<file path="src/rtl/sampler_pkg.sv">
// Shared SamplerZ datapath types and constants for the random-byte path.
package sampler_pkg;

    localparam int unsigned RDM_WORD_W     = 64;
    localparam int unsigned RDM_BYTE_W     = 8;
    localparam int unsigned BYTES_PER_WORD = 8;

    typedef logic [RDM_WORD_W-1:0] rdm_word_t;
    typedef logic [RDM_BYTE_W-1:0] rdm_byte_t;
    typedef logic [2:0]            byte_idx_t;

    // Byte idx of a word, LSB-first.
    function automatic rdm_byte_t select_byte(rdm_word_t word, byte_idx_t idx);
        rdm_word_t shifted;
        shifted = word >> {idx, 3'b000};
        return shifted[RDM_BYTE_W-1:0];
    endfunction

endpackage

</file>
<file path="src/rtl/rdm_word_fifo.sv">
// Synchronous DEPTH x 64-bit word FIFO with push/pop and a single-cycle flush.
module rdm_word_fifo
    import sampler_pkg::*;
#(
    parameter int unsigned DEPTH = 4
) (
    input  logic      clk_i,
    input  logic      rst_i,
    input  logic      flush_i,
    input  logic      push_i,
    input  rdm_word_t push_data_i,
    input  logic      pop_i,
    output rdm_word_t head_o,
    output logic      full_o,
    output logic      empty_o
);

    localparam int unsigned PTR_W = (DEPTH > 1) ? $clog2(DEPTH) : 1;
    localparam int unsigned CNT_W = $clog2(DEPTH + 1);

    rdm_word_t        mem_q [DEPTH];
    logic [PTR_W-1:0] wr_ptr_q, wr_ptr_d;
    logic [PTR_W-1:0] rd_ptr_q, rd_ptr_d;
    logic [CNT_W-1:0] count_q, count_d;
    logic             push_en, pop_en;

    assign full_o  = (count_q == CNT_W'(DEPTH));
    assign empty_o = (count_q == '0);
    assign head_o  = mem_q[rd_ptr_q];

    assign push_en = push_i && !full_o && !flush_i;
    assign pop_en  = pop_i && !empty_o && !flush_i;

    always_comb begin
        wr_ptr_d = wr_ptr_q;
        rd_ptr_d = rd_ptr_q;
        count_d  = count_q;
        if (flush_i) begin
            wr_ptr_d = '0;
            rd_ptr_d = '0;
            count_d  = '0;
        end else begin
            // DEPTH is a power of two, so pointers wrap naturally.
            if (push_en) begin
                wr_ptr_d = wr_ptr_q + PTR_W'(1);
            end
            if (pop_en) begin
                rd_ptr_d = rd_ptr_q + PTR_W'(1);
            end
            if (push_en && !pop_en) begin
                count_d = count_q + CNT_W'(1);
            end else if (pop_en && !push_en) begin
                count_d = count_q - CNT_W'(1);
            end
        end
    end

    always_ff @(posedge clk_i) begin
        if (rst_i) begin
            wr_ptr_q <= '0;
            rd_ptr_q <= '0;
            count_q  <= '0;
        end else begin
            wr_ptr_q <= wr_ptr_d;
            rd_ptr_q <= rd_ptr_d;
            count_q  <= count_d;
        end
    end

    always_ff @(posedge clk_i) begin
        if (!rst_i && push_en) begin
            mem_q[wr_ptr_q] <= push_data_i;
        end
    end

endmodule

</file>
<file path="src/rtl/rdm_byte_buf.sv">
// Random-byte supplier for the Bernoulli compare stage: buffers PRNG words, serves one byte/req.
// Optional counters enabled by RDM_BYTE_BUF_STATS_EN (bytes_served, underrun_cnt).
module rdm_byte_buf
    import sampler_pkg::*;
#(
    parameter int unsigned DEPTH = 4,
    parameter int unsigned LVL_W = $clog2(DEPTH * 8 + 1)
) (
    input  logic             clk,
    input  logic             rst,
    input  rdm_word_t        prng_data,
    input  logic             prng_valid,
    output logic             prng_ready,
    input  logic             flush,
    input  logic             rdm_req,
    output rdm_byte_t        rdm8,
    output logic             rdm_ok,
    output logic [LVL_W-1:0] avail_bytes,
    output logic             underrun
`ifdef RDM_BYTE_BUF_STATS_EN
    ,
    output logic [31:0]      bytes_served,
    output logic [15:0]      underrun_cnt
`endif
);

    rdm_word_t        head_word;
    logic             fifo_full, fifo_empty;
    logic             push_acc, req_ok, req_empty, pop;

    byte_idx_t        byte_idx_q, byte_idx_d;
    rdm_byte_t        rdm8_q, rdm8_d;
    logic             underrun_q, underrun_d;
    logic [LVL_W-1:0] avail_q, avail_d;

    assign prng_ready = !rst && !fifo_full;
    assign push_acc   = prng_valid && prng_ready && !flush;
    assign req_ok     = rdm_req && !fifo_empty && !flush;
    assign req_empty  = rdm_req && fifo_empty && !flush;
    assign pop        = req_ok && (byte_idx_q == 3'd7);

    rdm_word_fifo #(
        .DEPTH(DEPTH)
    ) u_fifo (
        .clk_i      (clk),
        .rst_i      (rst),
        .flush_i    (flush),
        .push_i     (push_acc),
        .push_data_i(prng_data),
        .pop_i      (pop),
        .head_o     (head_word),
        .full_o     (fifo_full),
        .empty_o    (fifo_empty)
    );

    always_comb begin
        byte_idx_d = byte_idx_q;
        rdm8_d     = rdm8_q;
        underrun_d = underrun_q;
        avail_d    = avail_q;
        if (flush) begin
            byte_idx_d = '0;
            underrun_d = 1'b0;
            avail_d    = '0;
        end else begin
            if (req_ok) begin
                rdm8_d     = select_byte(head_word, byte_idx_q);
                byte_idx_d = byte_idx_q + 3'd1;
            end
            if (req_empty) begin
                underrun_d = 1'b1;
            end
            // A pop at byte 7 nets to -1 byte, same as any other served byte.
            avail_d = avail_q
                    + (push_acc ? LVL_W'(BYTES_PER_WORD) : '0)
                    - (req_ok ? LVL_W'(1) : '0);
        end
    end

    always_ff @(posedge clk) begin
        if (rst) begin
            byte_idx_q <= '0;
            rdm8_q     <= '0;
            underrun_q <= 1'b0;
            avail_q    <= '0;
        end else begin
            byte_idx_q <= byte_idx_d;
            rdm8_q     <= rdm8_d;
            underrun_q <= underrun_d;
            avail_q    <= avail_d;
        end
    end

    assign rdm8        = rdm8_q;
    assign rdm_ok      = !fifo_empty;
    assign avail_bytes = avail_q;
    assign underrun    = underrun_q;

`ifdef RDM_BYTE_BUF_STATS_EN
    logic [31:0] bytes_served_q;
    logic [15:0] underrun_cnt_q;

    // Saturating; only rst clears them so they survive reseeds.
    always_ff @(posedge clk) begin
        if (rst) begin
            bytes_served_q <= '0;
            underrun_cnt_q <= '0;
        end else begin
            if (req_ok && (bytes_served_q != '1)) begin
                bytes_served_q <= bytes_served_q + 32'd1;
            end
            if (req_empty && (underrun_cnt_q != '1)) begin
                underrun_cnt_q <= underrun_cnt_q + 16'd1;
            end
        end
    end

    assign bytes_served = bytes_served_q;
    assign underrun_cnt = underrun_cnt_q;
`endif

endmodule

</file>
<file path="config.mk">
export PLATFORM = sky130hd
export DESIGN_NAME = rdm_byte_buf
export DESIGN_NICKNAME = d
export VERILOG_FILES = /design/src/rtl/sampler_pkg.sv /design/src/rtl/rdm_word_fifo.sv /design/src/rtl/rdm_byte_buf.sv
export SDC_FILE = /design/constraint.sdc
export NUM_CORES = 1
export LEC_CHECK = 0
export BUFFER_PORTS_ARGS = -buffer_cell sky130_fd_sc_hd__buf_2
export CAP_MARGIN = 20
export CORE_MARGIN = 1.5
export CORE_UTILIZATION = 45
export CTS_BUF_LIST = sky130_fd_sc_hd__clkbuf_4 sky130_fd_sc_hd__clkbuf_8 sky130_fd_sc_hd__clkbuf_16
export DETAILED_ROUTE_END_ITERATION = 10
export GPL_TIMING_DRIVEN = 1
export PLACE_DENSITY = 0.65
export SETUP_SLACK_MARGIN = 0.15
export SKIP_CTS_REPAIR_TIMING = 1
export SYNTH_ARGS = -nofsm -noshare
export SYNTH_HDL_FRONTEND = slang
export SYNTH_SLANG_ARGS = --single-unit
export TNS_END_PERCENT = 10
</file>
<file path="constraint.sdc">
create_clock -name clk -period 3 [get_ports clk]
set_input_delay 0.3 -clock clk [delete_from_list [all_inputs] [get_ports clk]]
set_output_delay 0.3 -clock clk [all_outputs]
set_load 0.05 [all_outputs]
</file>
==> results.md, run 1 <==
* Busiest grt layer: met2
* GR met1 Demand/Resource at 23.0%
* Final net count at approximately 900
* Buffer depth of the longest clock path at 3
* Reg2Reg Setup Slack at 560 ps
* Iter 0 DRT Violations at approximately 450
* Reg2reg path depth at 9
* CTS clk-pin slew, worst paths at around 60 ps
* Cell count after synthesis at 660
* Most common cell after layout, fill and taps aside: edfxtp_1
* Number of H-tree levels at 1
* GRT met3 Usage at 3.80%
* Antenna-violating nets left at 0
* Vias per inst at 5.34
* Total wirelength of the detailed-routed design at 23.1 mm
* Outcome: finished, final reports clean
* Fmax at 409 MHz
* Worst r2r dst: u_fifo.count_q[2]$_SDFFE_PP0P_
* Most frequent cells in the layout: edfxtp_1 (256), mux2i_1 (131), buf_2 (85)
* Hold_sp: prng_data[7]
* GRT overflow at 0
* Layout cells sized above 1 at 19.9%
* Slew margin rel. at 29.5%
* Min-Delay Path Class: input port to flop
* Hold path endpoint: u_fifo.mem_q[2][7]$_DFFE_PP_
* Yosys warning total at 0
* Worst-Margin Slew at around 1100 ps
* Final instance area at 13400 um^2
* Ant. Diodes at 0
* Full die area at 25800 um^2
* Leak at between 4 and 5 nW
* CP Max Fanout at 4
* Fin crit period at 2440 ps
* Die Wd at 161 um
* P&R area growth vs syn at 20.3%
* Required time of the worst setup path at between 3000 and 4000 ps
* Critical Path End Type: flop
* Multi-input logic area at about 2700 um^2
* CTS tree: yes
* Die Y at around 160 um
* R2R Path Start: u_fifo.count_q[0]$_SDFFE_PP0P_
* Initial Util at 45.9%
* Placer Congestion at 0.742
* Worst VDD drop at 0.438 mV
* GRT Overall Usage at 17.8%
* Root buf cell: clkbuf_16
* Num CTS Buffers at 28
* Routed length per placed instance at between 20 and 25 um
* Cell taking the most area after synthesis: edfxtp_1
* Clock Skews at 8.34 ps
* Register area at 8230 um^2
* Total Power at 7.93 mW
* Synth Register Bits at ~280
* Initial antenna violation count at 3
* WP data arrival at 2900 ps
* Syn_area_per_cell at 16.9 um^2
* Synth Net Count at between 700 and 800
* Vias in the first global route at 6069
* Clock Sinks at 283
* First-pass DRT Iterations at 4
* Residual DRC at 0
* Clock insertion delay at the later pin of the skew report at approximately 530 ps
* First-pass GRT wire length at 34.9 mm
* Met2 Track Usage GR at ~30%
* Core ar. at ~24000 um^2
* Share of the synthesized area in the top cell type at roughly 69%
* Post-DP HPWL at 14.3 mm
* Via Count at 6168
* Fill cells at roughly 1900
* Fin crit share at 81.4%
* Top cells by area, synth: edfxtp_1 (69%), mux2i_1 (12%), dfxtp_1 (4.8%)
* Hold depth at 1
* Setup violations, final at 0
* Final hold violations at 0
* Post-synthesis sequential area ratio at 73.7%
* Max Slew Vio Count at 0
* Placed Area at between 10000 and 15000 um^2
* Power Density at 591 nW/um^2
* IO Count at 86
* Yosys cell types at 30
* Mapped cell area at 11200 um^2
* CP startpoint kind: flop
* # Max-Cap Violations at 0
* Crit Path Class: flop to flop
* PortBufs at 85
* Largest net degree at the start of global routing at 40
* Std cell rows at 57
* RSZ-0062 raised after global routing: false
worst max-delay path, cell delays in order, from the launching register on:
cell     delay, ps
dfxtp_1        360
nor3_1         480
nor3b_2        130
nand2_1        140
ha_1           190
inv_1           60
fa_1           380
xor2_1         180
or3_1          320
a21oi_1        140
worst max-delay path by stage:
stage,from,end,slack (ps),depth (start not counted)
6_report,u_fifo.count_q[0]$_SDFFE_PP0P_,u_fifo.count_q[2]$_SDFFE_PP0P_,560,9
5_1_grt,u_fifo.count_q[0]$_SDFFE_PP0P_,u_fifo.count_q[2]$_SDFFE_PP0P_,400,9
4_1_cts,u_fifo.count_q[0]$_SDFFE_PP0P_,u_fifo.count_q[2]$_SDFFE_PP0P_,530,9
3_5_place_dp,rst,avail_bytes[5]$_SDFF_PP0_,310,11
3_3_place_gp,rst,avail_bytes[5]$_SDFF_PP0_,370,11
2_1_floorplan,rst,u_fifo.mem_q[0][0]$_DFFE_PP_,-240,5
through the flow:
| step | hold slack, ps | utilization [%] | instances | TNS [ps] | setup slack, ps |
|---|---|---|---|---|---|
| 4_1_cts | -39.4 | 52.8 | 1096 | 0 | 532 |
| 3_5_place_dp | 466 | 49.3 | 1047 | 0 | 314 |
| 6_report | 0.719 | 55.2 | 1154 | 0 | 557 |
| 5_1_grt | 0.490 | 55.2 | 1154 | 0 | 402 |
| 2_1_floorplan | 399 | - | 660 | -45570 | -237 |
| 3_3_place_gp | 450 | 49.3 | 1047 | 0 | 370 |
per-layer routing:
metal	up-vias	share of wire, %	routed length [um]
li1	2874	-	-
met1	3074	43	10000
met2	156	49	11200
met3	58	5.1	1190
met4	6	2.9	670
met5	-	0.16	36
synth_stat cells:
cell / n
a211oi_1: 1
a211oi_2: 7
a21o_1: 2
a21oi_1: 38
a22oi_1: 64
and2_1: 5
buf_1: 1
buf_2: 1
buf_4: 8
buf_6: 6
clkbuf_1: 21
dfxtp_1: 27
edfxtp_1: 256
fa_1: 2
ha_1: 13
inv_1: 15
mux2i_1: 131
nand2_1: 5
nand2b_1: 2
nand3_1: 2
nor2_1: 27
nor2b_1: 2
nor3_1: 1
nor3b_1: 1
o21ai_0: 1
or2_2: 2
or3_1: 1
or4_1: 8
xnor2_1: 4
xor2_1: 6
cell families after synthesis:
kind of cell             count (synthesis)  share of synthesized area, %
buffers and inverters                   52                          2.43
multiplexers                           131                          11.7
XOR/XNOR                                10                         0.784
AND/OR/NAND/NOR                         56                          2.49
flip-flops                             283                          73.7
adder cells (fa/ha/maj)                 15                          1.82
AO/OA/AOI/OAI                          113                          7.04
sequential cells by signal, indices dropped and copies added, names as in the netlist, named ones only:
signal / count
u_fifo.mem_q: 256
avail_bytes: 6
u_fifo.wr_ptr_q: 2
underrun: 1
u_fifo.rd_ptr_q: 2
byte_idx_q: 3
u_fifo.count_q: 3
rdm8: 8
cell type report:
class,instances,area share [%]
Clock buffer,35,5.96
Multi-Input combinational cell,325,20.1
Timing Repair Buffer,158,8.70
Tap cell,324,3.02
Clock inverter,14,0.531
Inverter,15,0.419
Sequential cell,283,61.3
power breakdown:
| group | internal [mW] | total (mW) | switching (mW) |
|---|---|---|---|
| clock network | 1.88 | 3.26 | 1.38 |
| logic | 0.139 | 0.316 | 0.177 |
| registers | 4.34 | 4.36 | 0.0174 |
| total | 6.36 | 7.93 | 1.57 |
No activity file was read; power rests on OpenSTA's default activity.
==> inputs of run 2 (changes only) <==
--- a/config.mk
+++ b/config.mk
@@ -12,7 +12,6 @@
 export CTS_BUF_LIST = sky130_fd_sc_hd__clkbuf_4 sky130_fd_sc_hd__clkbuf_8 sky130_fd_sc_hd__clkbuf_16
 export DETAILED_ROUTE_END_ITERATION = 10
 export GPL_TIMING_DRIVEN = 1
-export PLACE_DENSITY = 0.65
 export SETUP_SLACK_MARGIN = 0.15
 export SKIP_CTS_REPAIR_TIMING = 1
 export SYNTH_ARGS = -nofsm -noshare
==> constraint.sdc (replaced) <==
create_clock -name clk -period 2.5 [get_ports clk]
set_input_delay 0.25 -clock clk [delete_from_list [all_inputs] [get_ports clk]]
set_output_delay 0.25 -clock clk [all_outputs]
set_load 0.05 [all_outputs]
==> run 2 against run 1 <==
- the flow now finishes with violations (negative hold slack)
- register-to-register slack worse by 310 ps
- global-route usage is 0.56 points higher
- hold slack worse by 6.1 ps
- wire length is 4.5% higher
- utilization is 1.0 points higher
- critical path depth stayed put
- critical path type unchanged
- critical endpoint unchanged
==> results.md, run 2 (synthesis results as in run 1) <==
* Layout cells sized above 1 at 21.4% (+1.5 points)
* R2R Path Start: byte_idx_q[0]$_SDFFE_PP0N_
* Clock Skews at 11.4 ps (+3.10 ps)
* Iter 0 DRT Violations at 388 (-14%)
* Setup violations, final at 0 (unchanged)
* Die Wd at 161 um (unchanged)
* Routed length per placed instance at 20.7 um (+3.1%)
* Fin crit share at 90.1% (+8.7 points)
* Initial antenna violation count at 0 (-3)
* WP data arrival at 2700 ps (-200 ps)
* Min-Delay Path Class: input port to flop
* Clock Sinks at 283 (unchanged)
* Worst VDD drop at 0.478 mV (+9.0%)
* Crit Path Class: flop to flop
* Sequential share of power at 53.7% (-1.3 points)
* Leak at 4.45 nW (+2.3%)
* Fin crit period at 2250 ps (-189 ps)
* Worst-Margin Slew at 989 ps (-66.8 ps)
* Fmax at 444 MHz (+8.4%)
* Max Slew Vio Count at 0 (unchanged)
* Post-DP HPWL at 14.4 mm (+0.61%)
* First-pass GRT wire length at 35.7 mm (+2.3%)
* P&R area growth vs syn at 22.5%
* Num CTS Buffers at 28 (unchanged)
* Total wirelength of the detailed-routed design at 24.2 mm (+4.5%)
* Largest net degree at the start of global routing at 65 (+63%)
* Hold depth at 3 (+2)
* Hold path endpoint: u_fifo.wr_ptr_q[1]$_SDFFE_PP0P_
* Root buf cell: clkbuf_16
* Worst hold slack at -5.35 ps (-6.07 ps)
* PortBufs at 85 (unchanged)
* Clock insertion delay at the later pin of the skew report at 540 ps (about the same)
* Dpl cells at 1052 (+0.48%)
* Clock share of power at 42.2% (+1.1 points)
* Critical Path End Type: flop
* Power Density at 712 nW/um^2 (+21%)
* CP startpoint kind: flop
* Initial Util at 45.9% (unchanged)
* Max reg flops at 256 (unchanged)
* First-pass DRT Iterations at 5 (+1)
* Violated checks: negative hold slack
* Die Y at 161 um (unchanged)
* Most frequent cells in the layout: edfxtp_1 (256), mux2i_1 (131), buf_2 (85)
* Final hold violations at 1 (+1)
* Reg2Reg Setup Slack at 250 ps (-310 ps)
* Final instance area at 13700 um^2 (+1.8%)
* Slew margin rel. at 34.1% (+4.6 points)
* CP Max Fanout at 6 (+2)
* Critical path launch point: byte_idx_q[0]$_SDFFE_PP0N_
* Vias per inst at 5.27 (-1.4%)
* Required time of the worst setup path at 2950 ps (-510 ps)
* Buffer depth of the longest clock path at 3 (unchanged)
* Logic gate share of total power at 4.1% (about the same)
* Worst r2r dst: u_fifo.count_q[2]$_SDFFE_PP0P_
* Placed Area at 12100 um^2 (+0.78%)
* Hold_sp: prng_valid
* Placer Congestion at 0.713 (-4.0%)
* CTS tree: yes
* Core ar. at 24300 um^2 (unchanged)
* Non-Filler Instances at 1169 (+1.3%)
* GRT Overall Usage at 18.4% (+0.56 points)
* Most common cell after layout, fill and taps aside: edfxtp_1
* CTS clk-pin slew, worst paths at 60 ps (about the same)
* Outcome: finished, violations left
* Switching Fraction at 19.2% (-0.60 points)
* Via Count at 6163 (-0.081%)
* RSZ-0062 raised after global routing: true
* Vias in the first global route at 6111 (+0.69%)
* Final net count at 907 (+1.3%)
* Fill cells at 1929 (+2.1%)
* Full die area at 25800 um^2 (unchanged)
* IO Count at 86 (unchanged)
* # Max-Cap Violations at 0 (unchanged)
* Sw power at 1.87 mW (+19%)
* Residual DRC at 0 (unchanged)
* Largest Register: u_fifo.mem_q
* Internal at 7.87 mW (+24%)
* GRT overflow at 0 (unchanged)
* Reg2reg path depth at 9 (unchanged)
* Std cell rows at 57 (unchanged)
* Ant. Diodes at 0 (unchanged)
* Setup TNS at 0 ps (unchanged)
* Antenna-violating nets left at 0 (unchanged)
* Number of H-tree levels at 1 (unchanged)
run 2: cell types whose count changed in the layout (fill, tap and decap cells not counted), sizes merged:
cell / previous run / this run
dlygate4sd3: 58 / 65
clkbuf: 35 / 49
inv: 16 / 15
buf: 100 / 105
clkinv: 13 / 3
run 2: per-stage QoR:
step / utilization (%) / setup slack [ps] / total power [mW]
6_report: 56.3 / 247 / 9.74
5_1_grt: 56.3 / 144 / 10.1
4_1_cts: 53.5 / 105 / 9.74
3_5_place_dp: 49.6 / 133 / 5.65
3_3_place_gp: 49.6 / 196 / 5.63
2_1_floorplan: - / 5.41 / 5.49
run 2: layout make-up:
cell class | instances | area [um^2] | area share (%)
repair buffers | 170 | 1340 | 9.79
multi-input cells | 325 | 2710 | 19.8
clock buffers | 49 | 920 | 6.72
flip-flops and latches | 283 | 8240 | 60.2
inverters | 15 | 56.3 | 0.412
clock inverters | 3 | 13.8 | 0.101
well taps | 324 | 405 | 2.96
run 2: worst max path at each step:
| stage | slack (ps) | endpoint | cells past startpoint |
|---|---|---|---|
| CTS | 100 | avail_bytes[5]$_SDFF_PP0_ | 10 |
| global route | 140 | u_fifo.count_q[2]$_SDFFE_PP0P_ | 9 |
| floorplan | 5 | u_fifo.mem_q[0][0]$_DFFE_PP_ | 5 |
| global placement | 200 | avail_bytes[5]$_SDFF_PP0_ | 11 |
| detailed placement | 130 | avail_bytes[5]$_SDFF_PP0_ | 12 |
| finish | 250 | u_fifo.count_q[2]$_SDFFE_PP0P_ | 9 |
run 2: power by group through the flow:
stage | Sequential, mW | Clock (mW) | Combinational [mW]
3_5_place_dp | 5.33 | 0 | 0.313
2_1_floorplan | 5.37 | 0 | 0.127
4_1_cts | 5.23 | 4.20 | 0.315
6_report | 5.23 | 4.11 | 0.397
3_3_place_gp | 5.33 | 0 | 0.300
5_1_grt | 5.23 | 4.39 | 0.432
run 2: metal layers:
layer / up-vias / share of wire [%] / global-route usage, %
met5: - / 0 / 0
li1: 2894 / - / -
met4: 0 / 1.6 / 4.59
met2: 164 / 49 / 31.0
met3: 23 / 5.0 / 3.36
met1: 3082 / 44 / 24.7
run 2: worst max-delay path, cell delays in order (launching register included):
cell and delay (ps):
dfxtp_2 370, ha_1 220, ha_1 190, nand2_1 100, ha_1 210, inv_1 60
fa_1 370, xor2_1 180, or3_1 310, a21oi_1 160
